### src/rtl/fetch_unit.sv
// -----------------------------------------------------------------------------
// fetch_unit
//   Instruction fetch stage that sits in front of the exmem program RAM. It
//   generates the PC, receives the RAM read data one cycle later, and hands
//   {instr, instr_pc} to decode over a valid/ready handshake. A 1-entry skid
//   register absorbs decode stalls without inserting bubbles. The stage also
//   handles branch redirects and stops fetching on a HALT instruction.
//
// Ports
//   clk          in   system clock, all state on posedge
//   reset_n      in   async active-low reset
//   pcaddr       out  registered fetch address to exmem
//   instruction  in   exmem read data = ram[pcaddr sampled at previous edge]
//   instr        out  instruction presented to decode
//   instr_pc     out  address of instr
//   instr_valid  out  instr/instr_pc are valid
//   decode_ready in   decode accepts; transfer = instr_valid & decode_ready
//   redirect     in   branch/jump taken, 1-cycle pulse
//   redirect_pc  in   redirect target address
//   halted       out  fetch stopped on HALT_INSTR
// -----------------------------------------------------------------------------
module fetch_unit #(
    parameter int                     WIDTH         = 16,
    parameter int                     RAM_ADDR_BITS = 13,
    parameter logic [RAM_ADDR_BITS-1:0] RESET_PC    = '0,
    parameter logic [WIDTH-1:0]       HALT_INSTR    = '0
) (
    input  logic                     clk,
    input  logic                     reset_n,
    output logic [RAM_ADDR_BITS-1:0] pcaddr,
    input  logic [WIDTH-1:0]         instruction,
    output logic [WIDTH-1:0]         instr,
    output logic [RAM_ADDR_BITS-1:0] instr_pc,
    output logic                     instr_valid,
    input  logic                     decode_ready,
    input  logic                     redirect,
    input  logic [RAM_ADDR_BITS-1:0] redirect_pc,
    output logic                     halted
);

    typedef enum logic [2:0] {
        ST_BOOT,
        ST_RUN,
        ST_SKID,
        ST_FLUSH,
        ST_HALT
    } state_t;

    state_t                     r_state;
    logic [RAM_ADDR_BITS-1:0]   r_pcaddr;
    logic [RAM_ADDR_BITS-1:0]   r_instr_pc;
    logic [WIDTH-1:0]           r_skid_instr;
    logic                       r_valid;
    logic                       r_halted;

    logic                       w_transfer;
    logic                       w_is_halt;

    // In SKID the RAM output already belongs to the next address, so the
    // stalled instruction must come from the skid register.
    assign instr       = (r_state == ST_SKID) ? r_skid_instr : instruction;
    assign instr_pc    = r_instr_pc;
    assign instr_valid = r_valid;
    assign halted      = r_halted;
    assign pcaddr      = r_pcaddr;

    assign w_transfer  = r_valid & decode_ready;
    assign w_is_halt   = (instr == HALT_INSTR);

    // r_instr_pc always names the address whose data is being presented:
    // it is loaded with the outgoing pcaddr on every edge that issues the
    // fetch which will be presented next, and simply holds while stalled.
    always_ff @(posedge clk or negedge reset_n) begin
        if (!reset_n) begin
            r_state      <= ST_BOOT;
            r_pcaddr     <= RESET_PC;
            r_instr_pc   <= '0;
            // NOTE: the skid register is a plain flop, so it is reset like any
            // other state; a mid-run reset must never surface stale contents.
            r_skid_instr <= '0;
            r_valid      <= 1'b0;
            r_halted     <= 1'b0;
        end else if (redirect) begin
            // Redirect outranks everything: the in-flight fetch and the skid
            // entry are abandoned and one bubble cycle follows.
            r_pcaddr <= redirect_pc;
            r_state  <= ST_FLUSH;
            r_valid  <= 1'b0;
            r_halted <= 1'b0;
        end else begin
            // NOTE: non-blocking assignments throughout so every register
            // sees pre-edge values, independent of statement order.
            unique case (r_state)
                ST_BOOT, ST_FLUSH: begin
                    r_instr_pc <= r_pcaddr;
                    r_pcaddr   <= r_pcaddr + RAM_ADDR_BITS'(1);
                    r_state    <= ST_RUN;
                    r_valid    <= 1'b1;
                end
                ST_RUN, ST_SKID: begin
                    if (w_transfer && w_is_halt) begin
                        // pcaddr is left where it is; only redirect resumes.
                        r_state  <= ST_HALT;
                        r_valid  <= 1'b0;
                        r_halted <= 1'b1;
                    end else if (w_transfer) begin
                        r_instr_pc <= r_pcaddr;
                        r_pcaddr   <= r_pcaddr + RAM_ADDR_BITS'(1);
                        r_state    <= ST_RUN;
                    end else if (r_state == ST_RUN) begin
                        // Capture the stalled word; pcaddr holds, so the RAM
                        // keeps re-reading the next address for the exit edge.
                        r_skid_instr <= instruction;
                        r_state      <= ST_SKID;
                    end
                end
                ST_HALT: begin
                    r_state <= ST_HALT;
                end
                default: begin
                    r_state <= ST_BOOT;
                    r_valid <= 1'b0;
                end
            endcase
        end
    end

endmodule

### config.mk
export PLATFORM = sky130hd
export DESIGN_NAME = fetch_unit
export DESIGN_NICKNAME = d
export VERILOG_FILES = /design/src/rtl/fetch_unit.sv
export SDC_FILE = /design/constraint.sdc
export NUM_CORES = 1
export LEC_CHECK = 0
export CAP_MARGIN = 20
export CORE_MARGIN = 2
export CORE_UTILIZATION = 48
export DETAILED_ROUTE_END_ITERATION = 8
export PLACE_DENSITY = 0.85
export RECOVER_POWER = 25
export SETUP_SLACK_MARGIN = 0.15
export SLEW_MARGIN = 20
export SYNTH_ARGS = -nofsm -noshare
export SYNTH_HDL_FRONTEND = slang
export SYNTH_SLANG_ARGS = --single-unit
### constraint.sdc
create_clock -name clk -period 3.04 [get_ports clk]
set_input_delay 0.912 -clock clk [delete_from_list [all_inputs] [get_ports clk]]
set_output_delay 0.912 -clock clk [all_outputs]
set_load 0.005 [all_outputs]
==> flow_summary.toml, run 1 <==
[timing]
rsz0062_at_grt = "false"
finClkSkew_ns = 0.0132
setup_viol = 0
tightest_slew_ns = 1.16
holdWs_ns = 0.515
slew-limit-headroom = 0.226
hold_viol = 0
slew_violations = 0
layout_min_cycle_time_ns = 2.86
min_period_over_period = 0.940
tns_ns = 0
max_freq_ghz = 0.350

[clocking]
clk_pin_slew_ns = 0.09
h-tree-depth = 2
cts-root-buf = "clkbuf_8"
cts_tree = "built"
cts-buffers-inserted = 5
clock_latency_ns = 0.31
cts.sinks = 47
clockBufferDepth = 2
holdBufCountCts = 0

[synthesis]
postSynthCellCount = 243
syn_area_um2 = 2700
synthDistinctLibCells = 47
ys_warn_count = 0
ys_ff_latch = 47
synth_nets = 277
synth-edff-count = 0
synth_top_area_share = 0.436
synth_area_leaders = "dfrtp_1 44%, mux2_2 15%, mux2_4 5.0%, nor4_2 3.2%, nand3_1 2.8%"
synthArstFlopShare = 1.00
yosys.area.top_type = "dfrtp_1"
syn_area_per_cell_um2 = 11.1
seq_area_frac_synth = 0.436
ys.flop_type = "dfrtp_1"

[critical_path]
crit_fanout = 3
crit_path_start = "r_state[0]"
worstPathRequired_ns = 2.13
setup.worst_path.end_class = "output port"
rr_startpoint = "r_state[0]"
cp.arrival_ns = 1.94
startpoint_type = "flop"
critPathKind = "reg -> out"

[hold_path]
hold_path_class = "reg -> reg"
worstHoldStart = "instr_pc[5]"

[status]
status = "finished, final reports clean"

[finish]
final_area_um2 = 3820
area_delta_synth_final_pct = 41.7
fin_nets = 380
drive_above_1_share = 0.294
instances_no_fill = 419
diodes = 0

[routing]
drt-initial-drc-count = 290
firstDrtPassIters = 5
ant_nets = 0
wirelength_um = 7310
via_per_inst = 5.83
drc = 0
num_vias = 2443
avgRoutedWirePerCell_um = 17.5

[global_routing]
grt_max_degree = 48
grt_pass1_vias = 2309
overflow = 0
grtUsageTotal = 0.234
grt_pass1_wl_um = 11500
antenna_found_initial = 0

[floorplan]
rows = 27
core-area_um2 = 5470
die_w_um = 79.0
die-area_um2 = 6240
io_pins = 77
start_util = 0.493
fp.dieH_um = 79.0

[job]
max_cap_violations = 0

[place]
io_buffer_count = 76
dp_cells = 394
dp_hpwl_um = 5040
gp_congestion = 0.820
postPlaceCellArea_um2 = 3590

[power]
powerDensity_nw_per_um2 = 846
peakVddDrop_uv = 417
leakage_uw = 0.00164
finalPower_uw = 3230
## worst paths after layout
check                      cells past startpoint  slack (ns)               to
min reg2reg                                    1        0.51      instr_pc[5]
max in group asynchronous                      2        1.35       r_state[2]
max reg2reg                                    9        0.39     instr_pc[11]
max                                            4        0.18        instr[12]
min in group asynchronous                      2        0.91  r_skid_instr[3]
min                                            1        0.51      instr_pc[5]
## worst max-delay path, cell delays in order, from the launching register on
cell and delay [ns]:
dfrtp_2 0.43, nor3b_4 0.29, buf_6 0.15, mux2_2 0.32, clkdlybuf4s50_1 0.44
## kinds of logic after synthesis
| kind of cell | synth area share |
|---|---|
| xor+xnor | 0.00325 |
| fa+ha+maj | 0.00464 |
| simple gates | 0.192 |
| compound gates | 0.128 |
| buf+inv | 0.0315 |
| mux | 0.204 |
| flops | 0.436 |
## sequential cells by signal, indices dropped and copies added (netlist names)
signal / flops
r_skid_instr: 16
r_state: 3
pcaddr: 13
instr_pc: 13
instr_valid: 1
halted: 1
## cell type report
| cell class | instances | area [um2] |
|---|---|---|
| inverter | 5 | 18.8 |
| tap | 72 | 90.1 |
| timing repair buffer | 108 | 1010 |
| sequential | 47 | 1180 |
| clock buffer | 6 | 72.6 |
| clock inverter | 2 | 12.5 |
| multi-input combinational | 179 | 1440 |
| fill | 413 | 1650 |
## cells in the final DEF (no fill, tap or decap), drive strengths merged, types with 2 or more instances in the layout
master         count
a21oi              9
mux2              45
a22oi              4
nand3             15
buf               32
a21boi             2
a221oi             3
dfrtp             47
o211ai             5
nor4              15
or3                2
nand4              5
nand3b             2
nor3b              4
nand2             16
nor2b              6
dlymetal6s2s       9
a22o               3
clkbuf             7
a31oi              4
o21ai             10
clkdlybuf4s50     53
nor2               9
dlygate4sd2       13
and3               2
inv                5
nor3               6
## synth_stat cells (all sizes together), types with 5 or more instances
cell / number
nor4: 15
buf: 6
dfrtp: 47
mux2: 45
inv: 5
clkbuf: 6
nor2b: 6
nand3: 15
o211ai: 5
a21oi: 9
o21ai: 10
nand4: 5
nand2: 16
nor3: 6
nor2: 9
## through the flow
stage / utilization / setup WS, ns
detailed placement: 0.656 / 0.0121
finish: 0.699 / 0.184
global route: 0.699 / 0.128
global placement: 0.656 / 0.0277
floorplan: - / 0.557
CTS: 0.683 / 0.0641
## where the power goes
group	switching [uW]	internal (uW)	leakage (uW)
logic	662	987	0.00106
clock network	216	161	0.0000412
registers	300	908	0.000542
## per-layer routing
metal,up-vias,routed length [um],share of wire,global-route usage
met4,0,102,0.014,0.0707
met5,-,0,0,0
met3,9,348,0.048,0.0273
met1,1201,3140,0.43,0.320
li1,1134,-,-,-
met2,99,3720,0.51,0.392
## what timing repair did
| action | in CTS | in global routing |
|---|---|---|
| gates resized for setup | 19 | 10 |
| setup buffers | 7 | 9 |
| cloned | 1 | 0 |
| pin swaps | 1 | 1 |
| endpoints found under the setup margin | 16 | 11 |
Note: power is estimated with default switching activity, not from simulation.
==> run 2, diff against run 1 <==
HOLD_SLACK_MARGIN = 0.15   (was default)
==> results of run 2 <==
No change in the layout: final DEF, timing and power equal those of run 1.
